<file path="config.mk">
export PLATFORM = sky130hd
export DESIGN_NAME = uart_tx_fifo_drain
export DESIGN_NICKNAME = d
export VERILOG_FILES = /design/src/rtl/uart_pkg.sv /design/src/rtl/uart_baud_gen.sv /design/src/rtl/uart_tx_fifo_drain.sv
export SDC_FILE = /design/constraint.sdc
export NUM_CORES = 1
export LEC_CHECK = 0
export BUFFER_PORTS_ARGS = -buffer_cell sky130_fd_sc_hd__buf_4
export CELL_PAD_IN_SITES_DETAIL_PLACEMENT = 2
export CELL_PAD_IN_SITES_GLOBAL_PLACEMENT = 2
export CORE_MARGIN = 1
export CORE_UTILIZATION = 39
export DETAILED_ROUTE_END_ITERATION = 10
export HOLD_SLACK_MARGIN = 0.05
export PLACE_DENSITY = 0.81
export SYNTH_ARGS = -nofsm -noshare
export SYNTH_HDL_FRONTEND = slang
export SYNTH_SLANG_ARGS = --single-unit
</file>
<file path="constraint.sdc">
create_clock -name clk -period 3.1 [get_ports clk]
set_input_delay 0.775 -clock clk [delete_from_list [all_inputs] [get_ports clk]]
set_output_delay 0.775 -clock clk [all_outputs]
set_load 0.01 [all_outputs]
</file>
<file path="src/rtl/uart_pkg.sv">
// Shared types for the UART transmit path: frame state encoding and parity modes.
package uart_pkg;

    typedef enum logic [2:0] {
        IDLE,
        FETCH,
        LOAD,
        START,
        DATA,
        PAR,
        STOP
    } tx_state_t;

    localparam int PAR_NONE = 0;
    localparam int PAR_EVEN = 1;
    localparam int PAR_ODD  = 2;

endpackage

</file>
<file path="src/rtl/uart_baud_gen.sv">
// Bit-period timer: pulses bit_done on the last clk of every serial bit.
module uart_baud_gen #(
    parameter int CLKS_PER_BIT = 868
) (
    input  logic clk,
    input  logic rst,
    input  logic clear,
    output logic bit_done
);

    localparam int CW = (CLKS_PER_BIT > 1) ? $clog2(CLKS_PER_BIT) : 1;
    localparam logic [CW-1:0] LAST = CW'(CLKS_PER_BIT - 1);

    logic [CW-1:0] cnt;

    always_ff @(posedge clk or posedge rst) begin
        if (rst) begin
            cnt <= '0;
        end else if (clear || bit_done) begin
            cnt <= '0;
        end else begin
            cnt <= cnt + CW'(1);
        end
    end

    assign bit_done = !clear && (cnt == LAST);

endmodule

</file>
<file path="src/rtl/uart_tx_fifo_drain.sv">
// Drains a synchronous byte FIFO into an asynchronous UART frame on tx.
// tx is registered from the next state so every bit boundary lines up with a clock edge.
module uart_tx_fifo_drain
    import uart_pkg::*;
#(
    parameter int DATA_WIDTH   = 8,
    parameter int CLKS_PER_BIT = 868,
    parameter int PARITY       = 0,
    parameter int STOP_BITS    = 1
) (
    input  logic                  clk,
    input  logic                  rst,
    input  logic                  tx_en,
    input  logic                  fifo_empty,
    input  logic [DATA_WIDTH-1:0] fifo_dout,
    output logic                  fifo_rd_en,
    output logic                  tx,
    output logic                  busy
);

    if (DATA_WIDTH < 5 || DATA_WIDTH > 9) begin : g_bad_width
        $fatal(1, "uart_tx_fifo_drain: DATA_WIDTH must be 5..9");
    end
    if (CLKS_PER_BIT < 2) begin : g_bad_cpb
        $fatal(1, "uart_tx_fifo_drain: CLKS_PER_BIT must be >= 2");
    end
    if (PARITY < PAR_NONE || PARITY > PAR_ODD) begin : g_bad_parity
        $fatal(1, "uart_tx_fifo_drain: PARITY must be 0, 1 or 2");
    end
    if (STOP_BITS < 1 || STOP_BITS > 2) begin : g_bad_stop
        $fatal(1, "uart_tx_fifo_drain: STOP_BITS must be 1 or 2");
    end

    localparam int BW = $clog2(DATA_WIDTH + 1);
    localparam logic [BW-1:0] LAST_DATA = BW'(DATA_WIDTH - 1);
    localparam logic [BW-1:0] LAST_STOP = BW'(STOP_BITS - 1);

    tx_state_t             state, next_state;
    logic [DATA_WIDTH-1:0] shreg, shreg_d;
    logic [BW-1:0]         bit_cnt;
    logic                  par_bit;
    logic                  tx_d;
    logic                  bit_done;
    logic                  baud_clear;
    logic                  last_data, last_stop;

    assign baud_clear = (state == IDLE) || (state == FETCH) || (state == LOAD);
    assign last_data  = (bit_cnt == LAST_DATA);
    assign last_stop  = (bit_cnt == LAST_STOP);

    uart_baud_gen #(
        .CLKS_PER_BIT(CLKS_PER_BIT)
    ) u_baud (
        .clk     (clk),
        .rst     (rst),
        .clear   (baud_clear),
        .bit_done(bit_done)
    );

    always_ff @(posedge clk or posedge rst) begin
        if (rst) begin
            state <= IDLE;
        end else begin
            state <= next_state;
        end
    end

    always_comb begin
        next_state = state;
        case (state)
            IDLE:    if (tx_en && !fifo_empty) next_state = FETCH;
            FETCH:   next_state = LOAD;
            LOAD:    next_state = START;
            START:   if (bit_done) next_state = DATA;
            DATA:    if (bit_done && last_data) next_state = (PARITY != PAR_NONE) ? PAR : STOP;
            PAR:     if (bit_done) next_state = STOP;
            STOP:    if (bit_done && last_stop) next_state = IDLE;
            default: next_state = IDLE;
        endcase
    end

    // Shift-register next value is shared with the tx decode so tx sees the post-shift bit.
    always_comb begin
        shreg_d = shreg;
        if (state == LOAD) begin
            shreg_d = fifo_dout;
        end else if (state == DATA && bit_done) begin
            shreg_d = shreg >> 1;
        end
    end

    always_comb begin
        fifo_rd_en = (state == FETCH);
        busy       = (state != IDLE);
        case (next_state)
            START:   tx_d = 1'b0;
            DATA:    tx_d = shreg_d[0];
            PAR:     tx_d = par_bit;
            default: tx_d = 1'b1;
        endcase
    end

    always_ff @(posedge clk or posedge rst) begin
        if (rst) begin
            shreg   <= '0;
            bit_cnt <= '0;
            par_bit <= 1'b0;
            tx      <= 1'b1;
        end else begin
            shreg <= shreg_d;
            tx    <= tx_d;
            case (state)
                LOAD: begin
                    bit_cnt <= '0;
                    par_bit <= (^fifo_dout) ^ (PARITY == PAR_ODD);
                end
                DATA:    if (bit_done) bit_cnt <= last_data ? '0 : bit_cnt + BW'(1);
                STOP:    if (bit_done) bit_cnt <= last_stop ? '0 : bit_cnt + BW'(1);
                default: bit_cnt <= bit_cnt;
            endcase
        end
    end

endmodule

</file>
==> results of run 1 <==
-- cell usage in the layout, fill, tap and decap left out, drive strengths merged, types with 3 or more instances in the layout --
master,Yosys,layout
nand2,9,9
xor2,4,4
o21ai,10,10
a22o,5,5
nor2,17,17
clkbuf,1,4
nand4,4,4
inv,11,11
buf,5,16
ha,3,3
a21oi,5,5
dfrtp,26,26
and2,3,3
nor3b,3,3
nand3,6,6
xnor2,11,11
a21o,7,7
-- cells by family (layout without fill, tap and decap cells) --
logic type | count (synthesis) | after routing | share of synthesized area, %
AOI/OAI and AO/OA | 40 | 40 | 18.2
xor gates and xnor gates | 15 | 15 | 8.34
adders and majority gates | 3 | 3 | 2.38
buffers and inverters | 17 | 31 | 4.45
DFF | 27 | 27 | 43.0
muxes | 2 | 2 | 1.27
and+or+nand+nor | 61 | 61 | 22.4
-- flip-flops by register name, indices dropped and copies added (netlist names) --
| signal | cells |
|---|---|
| shreg | 8 |
| state | 3 |
| tx | 1 |
| bit_cnt | 4 |
| par_bit | 1 |
| u_baud.cnt | 10 |
-- routing by layer --
metal  part of all wire [%]  wire length [um]  GRT usage, %
met1                     46              1880          26.5
met2                     51              2070          38.1
met3                    1.8                72          2.60
met4                    1.1                46          6.25
met5                      0                 0             0
-- synthesized netlist by cell type, types with 3 or more instances --
master	count	area [sq um]
nor3b_1	3	22.5
and2_1	3	18.8
ha_1	3	37.5
inv_1	11	41.3
o21ai_0	7	35.0
xor2_1	4	35.0
a21oi_1	4	20.0
buf_2	5	25.0
nand4_1	4	25.0
nor2_1	16	60.1
dfrtp_1	26	651
o21ai_1	3	15.0
nand3_1	5	25.0
a21o_1	7	52.6
a22o_1	5	43.8
nand2_1	9	33.8
xnor2_1	11	96.3
-- final cells by class --
class	instances	area, sq um
clock buffer	4	45.0
fill	404	2000
inverter	11	41.3
multi-input combinational	121	828
sequential	27	677
tap	48	60.1
timing repair buffer	16	120
-- through the flow --
step                hold slack [ns]  setup slack, ns
finish                        0.498            0.880
global route                  0.522            0.758
CTS                           0.497            0.869
detailed placement            0.483             1.05
global placement              0.462             1.17
floorplan                     0.442             1.39
-- power by group --
| part | internal [uW] | switching [uW] | total, uW |
|---|---|---|---|
| Sequential | 363 | 7.73 | 370 |
| Clock | 92.4 | 117 | 209 |
| Combinational | 28.6 | 28.7 | 57.3 |
-- how the worst max path moves through the flow --
| stage | startpoint | to | slack [ns] | cells past startpoint |
|---|---|---|---|---|
| CTS | state[0] | fifo_rd_en | 0.87 | 3 |
| finish | state[0] | fifo_rd_en | 0.88 | 3 |
| detailed placement | state[0] | tx | 1.05 | 5 |
| global route | state[0] | fifo_rd_en | 0.76 | 3 |
| floorplan | state[0] | fifo_rd_en | 1.39 | 3 |
| global placement | state[0] | tx | 1.17 | 5 |
-- worst max-delay path, cell delays in order, from the launching register on --
cell and delay, ns:
dfrtp_1 0.61, inv_1 0.19, nor3_1 0.21, buf_4 0.15
==> run metrics, run 1 <==
status finished clean; setup violators final 0; DR vias/cell 5.66; Yosys warning count 0; FF-to-FF End shreg[5]; Fmax achieved 450 MHz; post-route minimum period 2.22 ns; setup TNS 0 ns; final instance area 1770 sq um; worst-path fanout max 13; LEAKAGE 0.000797 uW; largest net degree at the start of global routing 28; # Post-CTS Setup Buffers 0; Clock Skews 0.00388 ns; maxcap violations 0; # DRC 0; ANT cells 0; reg2reg start u_baud.cnt[0]; DR vias 1,285; path depth of the worst reg2reg path 6; routed len/inst 17.9 um; Clock Sink Count 27; Initial Util 41.8%; cells after synthesis 165; Setup CP Type reg2out; crit end category output port; CTS Hold Bufs 0; CP required 2.32 ns; grt total ovfl 0; post-layout net count 195; num rows 22; Synth Flop Type dfrtp_1; number of H-tree levels 1; Final Hold Vio Count 0; sequential fraction of the synthesis area 43.0%; unrepaired setup endpoints after global routing no; number of global-route vias before repair 1,450; hold crit path type reg2reg; Pins Over Slew Limit 0; layout cells sized above 1 15.6%; asr flop ratio synth 100%; initial antenna violation count 0; Clock Root Buffer clkbuf_8; CTS tree built; period utilization 71.6%; Slew HR 51.3%; post-synthesis cell area 1580 sq um; Placed Area 1730 sq um; total core area 3770 sq um; Layout Area Growth over Synthesis 12.5%; Max rail drop VDD 0.174 mV; Die Ht 65.6 um; syn_nets 180; gp weighted congestion 0.806; worst slew pin tran 0.726 ns; GRT Total Usage 21.3%; R2R Setup Slk 1.03 ns; num ports 15; total die area 4300 sq um; CTS Buf Count 3; distinct cell type count after synthesis 48; Clock Pin Slew Worst Setup and Hold Paths 0.10 ns; DP HPWL 2970 um; placed cells 223; Finished Layout Cells 227; Hold Crit Endpoint shreg[1]; Chip Width 65.6 um; hold depth 1; post-layout util 47.0%; post_cts resized 0; # port buffers 14; #FFs+latches synth 27; Post-synth EDFFs 0; Pre-Repair DR Iteration Count 4; Antenna Nets Post-Route 0; total power 637 uW; Routed WL 4070 um; Hold Path Origin shreg[1]; Clock Tree Buf Depth 2; CP arrival 1.45 ns; Pwr Density 360 nW/um^2; Iteration-0 DRC Markers 43; first-pass GRT wire length 6970 um; Syn Area/Cell 9.55 sq um; startpoint types register; Clk Latency, worst-skew pair 0.28 ns
Power figures use the tool's default switching activity.
==> inputs of run 2 (changes only) <==
ABC_AREA = 1   (was default)
CORE_UTILIZATION = 34   (was 39)
PLACE_DENSITY = 0.77   (was 0.81)
clock period = 2.05 ns   (was 3.1 ns; I/O delays follow)
==> run 2 against run 1 <==
Compared with the run above: sequential share of layout area fell by 0.43 points; area after synthesis rose by 0.24%; die area rose by 15%; sequential cell count did not move; utilization fell by 6.4 points; clock skew barely moved.
==> run metrics, run 2 <==
status finished clean; Clk Latency, worst-skew pair 0.27 ns (about the same); Critical Path Most Common Cell inv_1; Iteration-0 DRC Markers 22 (-49%); area of the multi-input gates 746 sq um (-10%); maxcap violations 0 (unchanged); post_cts resized 0 (unchanged); ANT cells 0 (unchanged); layout cells sized above 1 12.6% (-3.1 points); Layout Area Growth over Synthesis 13.5%; worst slew pin tran 0.439 ns (-0.287 ns); Chip Width 70.2 um (+7.0%); Antenna Nets Post-Route 0 (unchanged); number of global-route vias before repair 1,609 (+11%); gp weighted congestion 0.756 (-6.3%); Pre-Repair DR Iteration Count 4 (unchanged); DP HPWL 3360 um (+13%); # DRC 0 (unchanged); Setup CP Type reg2out; max reg flops 10 (unchanged); DR vias 1,398 (+8.8%); post-route minimum period 1.91 ns; final instance area 1790 sq um (+1.1%); LEAKAGE 0.000928 uW (+16%); peak per-stage delay on the critical path 0.46 ns (-0.15 ns); DR vias/cell 5.08 (-10%); CTS Buf Count 3 (unchanged); post-synthesis cell area 1580 sq um (+0.24%); Clock Root Buffer clkbuf_8; cells after synthesis 205 (+24%); FF/Latch Area 677 sq um (unchanged); most frequent cells in the layout nand2_1, inv_1, nor2_1, dfrtp_1, buf_4; # port buffers 14 (unchanged); Clock Pin Slew Worst Setup and Hold Paths 0.10 ns (about the same); Slew HR 70.6% (+19 points); crit end category output port; final worst slack 0.140 ns (-0.740 ns); Pwr Density 535 nW/um^2 (+49%); Synth top area share 41.2% (-0.098 points); largest net degree at the start of global routing 28 (unchanged); Fmax achieved 524 MHz; pre-CTS WS 0.348 ns (-0.701 ns); worst-path fanout max 5 (-8); CTS tree built; grt total ovfl 0 (unchanged); syn_nets 220 (+22%); list of most frequent post-synthesis cells nand2_1, inv_1, dfrtp_1, nor2_1, nand3_1; startpoint types register; Initial Util 35.8% (-6.0 points); Post-synth EDFFs 0 (unchanged); asr flop ratio synth 100% (unchanged); Yosys warning count 0 (unchanged); Fillers 524 (+30%); Clock Tree Buf Depth 2 (unchanged); Clock Sink Count 27 (unchanged); CP Cell Sequence inv_1, nand2_1, nor2_1, inv_1, buf_4; Crit path max-delay family flip-flops; synth top area cells dfrtp_1, nand2_1, inv_1; first-pass GRT wire length 7320 um (+5.0%); setup violators final 0 (unchanged); num ports 15 (unchanged); unrepaired setup endpoints after global routing no; initial antenna violation count 0 (unchanged); period utilization 93.2%; #FFs+latches synth 27 (unchanged); number of H-tree levels 1 (unchanged); CTS Hold Bufs 0 (unchanged); Clock Skews 0.00427 ns (+0.000389 ns); CP arrival 1.40 ns (-0.05 ns); total die area 4920 sq um (+15%); Final Hold Vio Count 0 (unchanged); Routed WL 4140 um (+1.6%); distinct cell type count after synthesis 26 (-46%); hold crit path type in2async; Placed Area 1750 sq um (+1.1%); Buf/Inv on CP 3 (+1); setup TNS 0 ns (unchanged); Slowest cell on crit path dfrtp_1; total power 959 uW (+51%); routed len/inst 15.1 um (-16%); Max rail drop VDD 0.250 mV (+43%); Synth Flop Type dfrtp_1; # Post-CTS Setup Buffers 0 (unchanged); total core area 4410 sq um (+17%); most common cell after layout, fill and taps aside nand2_1; register bank with the most flops u_baud.cnt; sequential fraction of the synthesis area 42.9% (-0.10 points); Die Ht 70.2 um (+7.0%); Yosys top cell by area dfrtp_1; Largest regs u_baud.cnt: 10 flops, shreg: 8 flops, bit_cnt: 4 flops; num rows 24 (+9.1%); GRT Total Usage 18.8% (-2.5 points); CP required 1.54 ns (-0.78 ns); top-count cell post-synth nand2_1; post-layout net count 239 (+23%); Syn Area/Cell 7.70 sq um (-19%); Pins Over Slew Limit 0 (unchanged)
## run 2: logic make-up (layout without fill, tap and decap cells)
group | Yosys count | count (layout) | synth area share, %
DFF | 27 | 27 | 42.9
adders and majority gates | 3 | 3 | 2.38
xor gates and xnor gates | 7 | 7 | 3.88
and+or+nand+nor | 103 | 103 | 30.6
AOI/OAI and AO/OA | 26 | 26 | 10.4
buffers and inverters | 39 | 57 | 9.90
## run 2: report_power, final
group / internal (uW) / switching (uW)
combinational: 44.6 / 50.1
sequential: 548 / 7.58
clock: 136 / 172
## run 2: final timing paths
| path | depth (start not counted) | to | start | slack [ns] |
|---|---|---|---|---|
| worst max register to register | 6 | bit_cnt[3] | state[2] | 0.32 |
| worst min-delay path | 3 | u_baud.cnt[2] | rst | 0.30 |
| worst min register to register | 1 | u_baud.cnt[0] | u_baud.cnt[0] | 0.47 |
| min in group clk | 3 | shreg[7] | fifo_dout[7] | 0.46 |
| max in group asynchronous | 3 | tx | rst | 1.44 |
| worst max-delay path | 5 | busy | state[0] | 0.14 |
## run 2: tightest hold or removal path, cell delays in order
cell	delay [ns]
buf_4	0.11
inv_1	0.04
buf_4	0.33
## run 2: per-layer routing
layer / track usage [%] / vias to the layer above / wire [um]
met1: 23.3 / 693 / 1860
met4: 4.67 / 0 / 20
met2: 34.8 / 12 / 2210
met3: 1.73 / 2 / 52
li1: - / 691 / -
met5: 0 / - / 0
## run 2: cell type report
type / count / share of cell area (%)
inverter: 38 / 8.10
multi-input combinational: 139 / 41.6
tap: 52 / 3.63
clock buffer: 3 / 2.30
clock inverter: 1 / 0.279
sequential: 27 / 37.8
timing repair buffer: 15 / 6.28
## run 2: metrics by stage
stage	std cells	utilization, %	hold slack, ns
final	275	40.6	0.297
after global routing	275	40.6	0.355
after CTS	275	40.6	0.313
after detailed placement	271	39.5	0.473
after global placement	271	39.5	0.447
after floorplan	205	-	0.433
